**src/rtl/sipo_deser.sv**
```systemverilog
// Serial-in parallel-out deserialiser with a valid/ready output register.
// The completed word is captured on the edge that samples its last bit.
module sipo_deser #(
  parameter int WIDTH     = 8,
  parameter int MSB_FIRST = 1
) (
  input  logic                     clk,
  input  logic                     rst,
  input  logic                     clr,
  input  logic                     en,
  input  logic                     din,
  input  logic                     out_ready,
  output logic [WIDTH-1:0]         dout,
  output logic                     out_valid,
  output logic [$clog2(WIDTH)-1:0] bit_cnt,
  output logic                     overflow
);

  localparam int CW = $clog2(WIDTH);
  localparam logic [CW-1:0] CNT_LAST = CW'(WIDTH - 1);

  logic [WIDTH-1:0] sr;
  logic [WIDTH-1:0] sr_next;
  logic             last;

  always_comb begin
    sr_next = sr;
    if (MSB_FIRST != 0) sr_next = {sr[WIDTH-2:0], din};
    else                sr_next = {din, sr[WIDTH-1:1]};
  end

  // bit_cnt wraps explicitly so non-power-of-two widths still frame correctly
  assign last = en && (bit_cnt == CNT_LAST);

  always_ff @(posedge clk) begin
    if (rst) begin
      sr        <= '0;
      dout      <= '0;
      bit_cnt   <= '0;
      out_valid <= 1'b0;
      overflow  <= 1'b0;
    end else if (clr) begin
      sr       <= '0;
      bit_cnt  <= '0;
      overflow <= 1'b0;
    end else begin
      if (en) begin
        sr      <= sr_next;
        bit_cnt <= last ? '0 : bit_cnt + CW'(1);
      end
      if (last) begin
        dout      <= sr_next;
        out_valid <= 1'b1;
        if (out_valid && !out_ready) overflow <= 1'b1;
      end else if (out_valid && out_ready) begin
        out_valid <= 1'b0;
      end
    end
  end

endmodule

```
**config.mk**
```make
export PLATFORM = sky130hd
export DESIGN_NAME = sipo_deser
export DESIGN_NICKNAME = d
export VERILOG_FILES = /design/src/rtl/sipo_deser.sv
export SDC_FILE = /design/constraint.sdc
export NUM_CORES = 1
export LEC_CHECK = 0
export ABC_AREA = 1
export CAP_MARGIN = 0
export CORE_MARGIN = 1.5
export CORE_UTILIZATION = 42
export DETAILED_ROUTE_END_ITERATION = 8
export GPL_ROUTABILITY_DRIVEN = 0
export GPL_TIMING_DRIVEN = 0
export PLACE_DENSITY = 0.69
export SETUP_SLACK_MARGIN = 0.2
export SLEW_MARGIN = 30
export SYNTH_ARGS = -nofsm -noshare
export SYNTH_HDL_FRONTEND = slang
export SYNTH_SLANG_ARGS = --single-unit
```
**constraint.sdc**
```tcl
create_clock -name clk -period 3.97 [get_ports clk]
set_clock_uncertainty 0.2 [all_clocks]
set_input_delay 0.397 -clock clk [delete_from_list [all_inputs] [get_ports clk]]
set_output_delay 0.397 -clock clk [all_outputs]
set_load 0.01 [all_outputs]
```
* After elaboration in Yosys (flattened, before gate mapping) *
Index checks and enable logic that the tools add are counted.

word-level totals
  logic and storage cells = 20
  bits in registers = 20
  output and inout bits = 13

operators by class
  add/subtract/negate cells = 1
  mux-type cells = 3
  eq/ne operators = 1
  bitwise logic cells = 1
  reduce and logical (&&, ||, !) cells = 9

operators by type and width
  operator                                                        count
  2-bit AND reduction                                             3
  3-bit by 1-bit adder with 3-bit output (second input constant)  1
  3-bit equality test (second input constant)                     1
  1-bit logical AND                                               3
  3-bit two-way mux                                               1
  1-bit two-way mux                                               2
  2-bit nonzero test                                              1
  2-bit OR reduction                                              1
  1-bit zero test                                                 1
  1-bit NOT                                                       1

* Depth between registers and ports, before layout *
Gate-level depths: netlist of run 1.

  word-level depth = 4
  mapped depth = 7

* Worst setup path before layout of run 1 *
No wires, ideal clock.

  kind = register to register
  start point = register bit_cnt[0]
  end point = register dout[1]
  data arrival time = 1150 ps
  buffers on the path = 1
  setup slack = 2507 ps
  stages on the path, launching flop included = 7
  clock period less this slack = 1463 ps
  cells stage by stage = dfxtp_1 -> ha_1 -> ha_1 -> nand3_4 -> buf_6 -> nor2_1 -> nor2_1

on the way
  longest elaborated chain between the ends = 3

ends and longest elaborated chain
  element                        RTL line  RTL
  start: declaration             15        output logic [$clog2(WIDTH)-1:0] bit_cnt,
  start signal: assignment       49        bit_cnt <= last ? '0 : bit_cnt + CW'(1);
  3-bit equality test            33        assign last = en && (bit_cnt == CNT_LAST);
  1-bit logical AND              33
  2-bit AND reduction (no line)  --
  end signal: assignment         52        dout <= sr_next;
  end: declaration               13        output logic [WIDTH-1:0] dout,

Every way passes these cells.
A chain may end at the register's enable or synchronous reset.

* Worst setup path after layout of run 1 *
  start point = register bit_cnt[0]
  end point = output bit_cnt[0]

No word-level cell between the ends.

==> results of run 1 <==
-- stage by stage --
| step | power (mW) | setup slack (ns) | instance area [µm²] | instances | utilization |
|---|---|---|---|---|---|
| CTS | 0.322 | 2.12 | 1020 | 153 | 0.586 |
| finish | 0.320 | 2.13 | 1020 | 153 | 0.586 |
| floorplan | 0.217 | 2.51 | 790 | 107 | - |
| detailed placement | 0.227 | 2.08 | 1000 | 150 | 0.573 |
| global route | 0.329 | 2.08 | 1020 | 153 | 0.586 |
| global placement | 0.227 | 2.11 | 1000 | 150 | 0.573 |
-- final cells by class --
cell class	instances	area share
timing repair buffer	18	0.176
buffer	2	0.0159
sequential	20	0.391
tap	25	0.0306
inverter	16	0.0587
multi-input combinational	69	0.306
clock buffer	3	0.0220
-- path summary, 6_finish.rpt --
kind	start	to	slack (ns)
worst max register to register	bit_cnt[0]	dout[2]	2.43
worst min-delay path	overflow	overflow	0.25
worst max-delay path	bit_cnt[0]	bit_cnt[0]	2.13
worst min register to register	overflow	overflow	0.25
-- state kept, by name, summed over array words and instances (netlist names) --
signal / cells
sr: 7
out_valid: 1
dout: 8
overflow: 1
bit_cnt: 3
-- cell usage after synthesis --
| cell type | instances | area, µm² |
|---|---|---|
| inv_1 | 15 | 56.3 |
| nand3_1 | 1 | 5.00 |
| clkinv_1 | 1 | 3.75 |
| nand2_1 | 31 | 116 |
| o21ai_0 | 3 | 15.0 |
| nand4_1 | 1 | 6.26 |
| buf_6 | 1 | 11.3 |
| buf_2 | 1 | 5.00 |
| nand3_4 | 1 | 17.5 |
| nor2_1 | 18 | 67.6 |
| ha_1 | 2 | 25.0 |
| a21oi_1 | 12 | 60.1 |
| dfxtp_1 | 20 | 400 |
-- cell usage in the layout, fill, tap and decap left out, types with 2 or more instances in the layout --
cell,Yosys,final
nand2_1,31,31
dfxtp_1,20,20
nor2_1,18,18
ha_1,2,2
inv_1,15,15
o21ai_0,3,3
clkbuf_4,0,3
clkdlybuf4s50_1,0,18
a21oi_1,12,12
-- worst reg2reg max path: cells and delay by family, from the launching register on --
kind / cells / cell delay [ns]
buffers and inverters: 1 / 0.17
flip-flops: 1 / 0.39
AND/OR/NAND/NOR: 3 / 0.29
adder cells (fa/ha/maj): 2 / 0.40
-- where the power goes --
group / switching, mW / internal [mW] / leakage, nW
sequential: 0.00143 / 0.202 / 0.162
clock: 0.0619 / 0.0355 / 0.0138
combinational: 0.0105 / 0.00805 / 0.277
total: 0.0739 / 0.246 / 0.452
-- cells by family after synthesis --
family,count (synthesis),share of synthesized area
AOI/OAI and AO/OA,15,0.0951
adders and majority gates,2,0.0317
buffers and inverters,18,0.0967
DFF,20,0.507
and+or+nand+nor,52,0.269
-- routing by layer --
layer | vias to the layer above | share of wire | global-route usage
li1 | 370 | - | -
met1 | 285 | 0.45 | 0.201
met2 | 26 | 0.47 | 0.242
met3 | 4 | 0.060 | 0.0392
met4 | 0 | 0.021 | 0.103
met5 | - | 0 | 0
==> impl_results.md, run 1 <==
* Footprint of the multi-input gates at 313 µm²
* Slew Limit Fails at 0
* Worst path depth at 1
* Clk slew on worst S/H paths at 0.10 ns
* CP peak stage delay at 0.55 ns
* Endpoints failing setup at 0
* Post-Syn Nets at 115
* Hold buffer count at cts at 0
* Worst slew margin at 0.821
* Worst path arrival time at 1.25 ns
* Crit path launch type: register
* Total CTS buffers at 3
* Syn Area/Cell at 7.38 µm²
* WHS at 0.254 ns
* Syn. warnings at 0
* 1st-pass router iterations at 5
* Die area at 2150 µm²
* Status: completed
* Final setup TNS at 0 ns
* Final WL at 1460 µm
* Register area at 400 µm²
* HP Class: register to register
* Area Overhead vs Synth at 29.6%
* Worst Hold Depth at 2
* Critical path's top delay family: buffers and inverters
* Largest net degree at the start of global routing at 11
* Buf/Inv on CP at 1
* Share of post-route cells with drive strength above 1 at 0.0469
* Fin nets at 138
* CP max stage cell: clkdlybuf4s50_1
* Post-CTS sizing at 0
* Unique masters post-synth at 13
* DR vias at 685
* DR vias/cell at 4.48
* CTS root buf: clkbuf_4
* DRC Markers at 0
* Antenna viol nets, final at 0
* Clock buffer depth at 2
* Vias in the first global route at 544
* Number of I/O pins at 19
* DR WL/cell at 9.54 µm
* GR Overflow Total at 0
* Reg2Reg Depth at 6
* Final min period at 1.84 ns
* Max-capacitance violation count at 0
* Antenna cell count at 0
* Power Density at 312 nW/µm²
* Sequential area share after synthesis at 0.507
* Initial antenna violation count at 0
* Synthesized area at 790 µm²
* Initial DRC Count at 16
* Final Hold Viols at 0
* Seq cells post-synth at 20
* RSZ-0062 raised after global routing: false
* IO buf count at 18
* CP Capture Type: output pin
* Fmax at 542 MHz
* Fillers at 172
* CTS tree: yes
* Critical path required time at 3.37 ns
* Crit-path cells: clkdlybuf4s50_1
* Hpwl dp at 1050 µm
* Die Span Y at 46.4 µm
* Worst-Skew Late Latency at 0.30 ns
* Initial core utilization at 0.452
* Critical path fanouts, max at 4
* Post-synthesis cell count at 107
* Worst-margin pin slew at 0.267 ns
* CP Class: register to output pin
* # rows at 15
* Static Leak at 0.452 nW
* Core Footprint at 1750 µm²
* Gr usage total at 0.160
* Die W at 46.4 µm
* Setup Fix Bufs, Post-CTS at 0
* CTS sink count at 20
* VDD IR max at 0.000197 V
* Global-route wire length before repair at 2400 µm
* Final period util at 0.465
* Depth of the CTS H-tree at 1
No activity file was read; power rests on OpenSTA's default activity.
==> run 2: changes to the inputs <==
--- a/config.mk
+++ b/config.mk
@@ -12,7 +12,7 @@
 export DETAILED_ROUTE_END_ITERATION = 8
 export GPL_ROUTABILITY_DRIVEN = 0
 export GPL_TIMING_DRIVEN = 0
-export PLACE_DENSITY = 0.69
+export PLACE_DENSITY = 0.72
 export SETUP_SLACK_MARGIN = 0.2
 export SLEW_MARGIN = 30
 export SYNTH_ARGS = -nofsm -noshare
==> constraint.sdc (replaced) <==
create_clock -name clk -period 1.61 [get_ports clk]
set_clock_uncertainty 0.2 [all_clocks]
set_input_delay 0.161 -clock clk [delete_from_list [all_inputs] [get_ports clk]]
set_output_delay 0.161 -clock clk [all_outputs]
set_load 0.01 [all_outputs]
==> run 2 against run 1 <==
  * Clock-buffer cell count increased by 1
  * First-iteration DRC count fell by 56%
  * Critical endpoint is now bit_cnt[1]
  * Worst hold slack better by 0.0027 ns
  * Global-route usage rose by 0.79 points
  * Sequential power up 150%
  * Non-clock buffer count is 4 higher
  * Critical path depth up 1
  * Core utilization up 4.8 points
  * Die area unchanged
  * Cell area up 8.2%
  * Largest power group unchanged
  * Setup slack got worse by 1.9 ns
  * Via count is 0.44% higher
==> impl_results.md, run 2 (synthesis results as in run 1) <==
* Biggest regs: dout (8), sr (7), bit_cnt (3)
* Endpoints failing setup at 0 (unchanged)
* Max reg flops at 8 (unchanged)
* Number of I/O pins at 19 (unchanged)
* IO buf count at 18 (unchanged)
* DR vias/cell at 4.35 (-2.7%)
* Share of post-route cells with drive strength above 1 at 0.165 (+0.119)
* Fin util at 0.634 (+0.0480)
* Largest net degree at the start of global routing at 12 (+1)
* Area Overhead vs Synth at 40.3%
* RSZ-0062 raised after global routing: true
* Status: completed
* Most frequent cells in the layout: nand2_1 (30), dfxtp_1 (18), inv_1 (15)
* Die W at 46.4 µm (unchanged)
* GR Overflow Total at 0 (unchanged)
* Core Footprint at 1750 µm² (unchanged)
* Initial core utilization at 0.452 (unchanged)
* Total CTS buffers at 3 (unchanged)
* Slew Limit Fails at 0 (unchanged)
* Commonest non-fill, non-tap cell in the layout: nand2_1
* Worst slew margin at 0.832 (+0.0107)
* Final min period at 1.41 ns
* VDD IR max at 0.000494 V (+150%)
* Static Leak at 0.534 nW (+18%)
* Final Hold Viols at 0 (unchanged)
* Max-capacitance violation count at 0 (unchanged)
* Die Span Y at 46.4 µm (unchanged)
* Worst-margin pin slew at 0.252 ns (-0.0147 ns)
* Fin nets at 142 (+2.9%)
* Final instance area at 1110 µm² (+8.2%)
* Post-placement cell count at 150 (unchanged)
* Critical path fanouts, max at 2 (-2)
* Pwr Total at 0.837 mW (+160%)
* Largest register by flop count: dout
* HP Class: input port to register
* Fmax at 708 MHz
* # rows at 15 (unchanged)
* Final WL at 1550 µm (+6.3%)
* Die area at 2150 µm² (unchanged)
* Final period util at 0.878
* CP Class: register to output pin
* Clock buffer depth at 2 (unchanged)
* DR WL/cell at 9.82 µm (+2.9%)
* CTS root buf: clkbuf_4
* Finished Layout Cells at 158 (+3.3%)
* Initial antenna violation count at 0 (unchanged)
* DR vias at 688 (+0.44%)
* Antenna viol nets, final at 0 (unchanged)
* Power Density at 756 nW/µm² (+140%)
* DRC Markers at 0 (unchanged)
* Hold buffer count at cts at 0 (unchanged)
* Depth of the CTS H-tree at 1 (unchanged)
* Worst path arrival time at 1.05 ns (-0.20 ns)
* Vias in the first global route at 611 (+12%)
* Hpwl dp at 1050 µm (about the same)
* Initial DRC Count at 7 (-9)
* Global-route wire length before repair at 2580 µm (+7.5%)
* CP Capture Type: output pin
* Critical path required time at 1.25 ns (-2.12 ns)
* CTS tree: yes
* Crit path launch type: register
* Antenna cell count at 0 (unchanged)
* 1st-pass router iterations at 4 (-1)
* Placed Area at 1010 µm² (+0.50%)
* Gr usage total at 0.168 (+0.00791)
* Worst-Skew Late Latency at 0.29 ns (about the same)
* Clk slew on worst S/H paths at 0.11 ns (about the same)
* CTS sink count at 20 (unchanged)
-- run 2: cell count changes in the layout (fill, tap and decap cells not counted), sizes merged --
cell	before	now
buf	2	6
clkbuf	3	5
clkdlybuf4s50	18	5
dlygate4sd2	0	12
-- run 2: timing repair --
item	in CTS	in global routing
pin swaps	1	0
cloned	1	0
resized for setup	16	13
buffers inserted	2	1
endpoints found under the setup margin	22	10
-- run 2: layout make-up --
class                      instances  area, µm²
buffer                             2       16.3
clock buffer                       4       36.3
fill                             169        638
inverter                          16       60.1
multi-input combinational         69        363
sequential                        20        403
tap                               25       31.3
timing repair buffer              22        198
-- run 2: metal layers --
layer,vias up,track usage,wire (µm),part of all wire
li1,378,-,-,-
met2,11,0.281,737,0.48
met3,2,0.0353,44,0.028
met5,-,0,0,0
met1,297,0.215,761,0.49
met4,0,0.0514,8,0.0052
-- run 2: worst max-delay path: stages (launching register included) --
cell	delay, ns
dfxtp_2	0.35
buf_4	0.13
dlygate4sd2_1	0.28
-- run 2: worst paths after layout --
kind / endpoint / slack (ns) / depth (start not counted) / startpoint
worst max-delay path: bit_cnt[1] / 0.20 / 2 / bit_cnt[1]
worst max register to register: dout[3] / 0.23 / 6 / bit_cnt[0]
worst min register to register: overflow / 0.26 / 2 / overflow
worst min-delay path: out_valid / 0.26 / 2 / rst
-- run 2: where the power goes --
part	switching [mW]	internal, mW
registers	0.00435	0.499
logic	0.0274	0.0207
clock network	0.147	0.138
total	0.179	0.658
-- run 2: metrics by stage --
step                      setup WS, ns  hold slack (ns)  setup TNS [ns]
final                            0.197            0.256               0
after detailed placement       -0.0318            0.255         -0.0318
after global placement         -0.0197            0.241         -0.0197
after floorplan                  0.220           0.0301               0
after CTS                        0.206            0.247               0
after global routing             0.170            0.277               0
==> run 3: changes to the inputs <==
==> constraint.sdc (replaced) <==
create_clock -name clk -period 1.61 [get_ports clk]
set_clock_uncertainty 0.2 [all_clocks]
set_input_delay 0.161 -clock clk [delete_from_list [all_inputs] [get_ports clk]]
set_output_delay 0.161 -clock clk [all_outputs]
set_load 0.05 [all_outputs]
==> run 3 against run 2 <==
  * Core utilization shrank 1.8 points
  * Clock power shrank 14%
  * First-iteration DRC count is 43% lower
  * Power decreased by 5.0%
  * Register-to-register slack is essentially flat
  * Highest routed layer unchanged
==> impl_results.md, run 3 (synthesis results as in run 1) <==
* Status: completed
* Max reg flops at 8 (unchanged)
* Static Leak at 0.496 nW (-7.2%)
* Final WS setup at 0.238 ns (+0.0409 ns)
* CTS tree: yes
* Die area at 2150 µm² (unchanged)
* Crit-path cells: ha_4 > ha_4 > nand3_4 > buf_6 > nand2_1 > nand2_1 > nor2_1
* Die Span Y at 46.4 µm (unchanged)
* Worst slew margin at 0.817 (-0.0150)
* Biggest regs: dout (8), sr (7), bit_cnt (3)
* Register area at 409 µm² (+1.6%)
* Place WS at -0.0296 ns (+0.00221 ns)
* Final min period at 1.37 ns (-0.0409 ns)
* Buf/Inv on CP at 1 (-1)
* Fillers at 173 (+2.4%)
* Antenna cell count at 0 (unchanged)
* Final WL at 1490 µm (-4.2%)
* Hold buffer count at cts at 0 (unchanged)
* Final instance area at 1080 µm² (-2.8%)
* Largest register by flop count: dout
* Final period util at 0.852 (-0.0254)
* HP Class: input port to register
* Fmax at 729 MHz (+3.0%)
* GR Overflow Total at 0 (unchanged)
* Crit path launch type: register
* Fin nets at 143 (+0.70%)
* # rows at 15 (unchanged)
* Worst path depth at 7 (+5)
* Reg2Reg Depth at 7 (+1)
* CP Capture Type: register
* Final Hold Viols at 0 (unchanged)
* Share of post-route cells with drive strength above 1 at 0.254 (+0.0883)
* Vias in the first global route at 584 (-4.4%)
* Placed Area at 1030 µm² (+2.9%)
* Largest net degree at the start of global routing at 12 (unchanged)
* Footprint of the multi-input gates at 350 µm² (-3.4%)
* Worst path arrival time at 1.41 ns (+0.36 ns)
* Area Overhead vs Synth at 36.3%
* DR vias/cell at 4.48 (+2.8%)
* Clock buffer depth at 2 (unchanged)
* Global-route wire length before repair at 2420 µm (-6.4%)
* Die W at 46.4 µm (unchanged)
* Critical path required time at 1.65 ns (+0.40 ns)
* Worst Hold Depth at 2 (unchanged)
* Clk slew on worst S/H paths at 0.11 ns (about the same)
* Hpwl dp at 1040 µm (-1.1%)
* Initial antenna violation count at 0 (unchanged)
* Worst-margin pin slew at 0.276 ns (+0.0240 ns)
* CP peak stage delay at 0.39 ns (+0.04 ns)
* VDD IR max at 0.000451 V (-8.7%)
* IO buf count at 18 (unchanged)
* CP Class: register to register
* Final setup TNS at 0 ns (unchanged)
* Endpoints failing setup at 0 (unchanged)
* CTS root buf: clkbuf_4
* CP max stage cell: dfxtp_4
* Slew Limit Fails at 0 (unchanged)
* Total CTS buffers at 3 (unchanged)
* Power Density at 739 nW/µm² (-2.2%)
* Core Footprint at 1750 µm² (unchanged)
* Max-capacitance violation count at 0 (unchanged)
* DR WL/cell at 9.35 µm (-4.8%)
* CTS sink count at 20 (unchanged)
* Antenna viol nets, final at 0 (unchanged)
* Critical path's top delay family: flip-flops
* Number of I/O pins at 19 (unchanged)
* Initial core utilization at 0.452 (unchanged)
* DR vias at 712 (+3.5%)
* Initial DRC Count at 4 (-3)
* Critical path fanouts, max at 6 (+4)
* Most frequent cells in the layout: nand2_1 (30), dfxtp_1 (17), inv_1 (15)
* WHS at 0.242 ns (-0.0146 ns)
* Gr usage total at 0.162 (-0.00602)
* 1st-pass router iterations at 4 (unchanged)
* Commonest non-fill, non-tap cell in the layout: nand2_1
* DRC Markers at 0 (unchanged)
* Worst-Skew Late Latency at 0.30 ns (about the same)
* RSZ-0062 raised after global routing: true
* Depth of the CTS H-tree at 1 (unchanged)
==> run 3: cell count changes in the layout (fill, tap and decap cells not counted), moves of 2 or more <==
cell             delta
buf_2              +10
clkdlybuf4s15_2     +3
dfxtp_4             +2
dlygate4sd2_1      -12
nor2_4              -2
==> run 3: path summary, 6_finish.rpt <==
kind               from         to  slack (ns)
max          bit_cnt[0]    dout[2]        0.24
min                 rst  out_valid        0.24
max reg2reg  bit_cnt[0]    dout[2]        0.24
min reg2reg    overflow   overflow        0.27
==> run 3: final cells by class <==
cell class,count,area share
Sequential cell,20,0.380
Multi-Input combinational cell,69,0.326
Timing Repair Buffer,23,0.170
Inverter,16,0.0558
Tap cell,25,0.0291
Clock buffer,4,0.0244
Buffer,2,0.0151
==> run 3: per-layer routing <==
layer | up-vias | share of wire | GRT usage
li1 | 380 | - | -
met1 | 318 | 0.47 | 0.199
met2 | 9 | 0.47 | 0.250
met3 | 5 | 0.029 | 0.0392
met4 | 0 | 0.028 | 0.103
met5 | - | 0 | 0
==> run 3: stage by stage <==
stage,power (mW),utilization,cells
2_1_floorplan,0.538,-,107
3_3_place_gp,0.563,0.593,150
3_5_place_dp,0.564,0.593,150
4_1_cts,0.807,0.625,158
5_1_grt,0.846,0.616,159
6_report,0.795,0.616,159
==> run 3: timing repair <==
action / in CTS / in global routing
buffers inserted: 3 / 1
endpoints found under the setup margin: 19 / 17
gates cloned: 1 / 0
pin swaps: 1 / 2
resized for setup: 44 / 24
==> run 3: where the power goes <==
group          leakage [nW]  switching, mW  internal, mW
clock                0.0150          0.147        0.0966
sequential            0.164        0.00451         0.497
combinational         0.317         0.0312        0.0187
total                 0.496          0.183         0.612
==> run 3: worst register-to-register path, delay by kind of cell (launching register included) <==
| family | cells | cell delay, ns |
|---|---|---|
| simple gates | 4 | 0.29 |
| fa+ha+maj | 2 | 0.27 |
| buf+inv | 1 | 0.16 |
| flops | 1 | 0.39 |
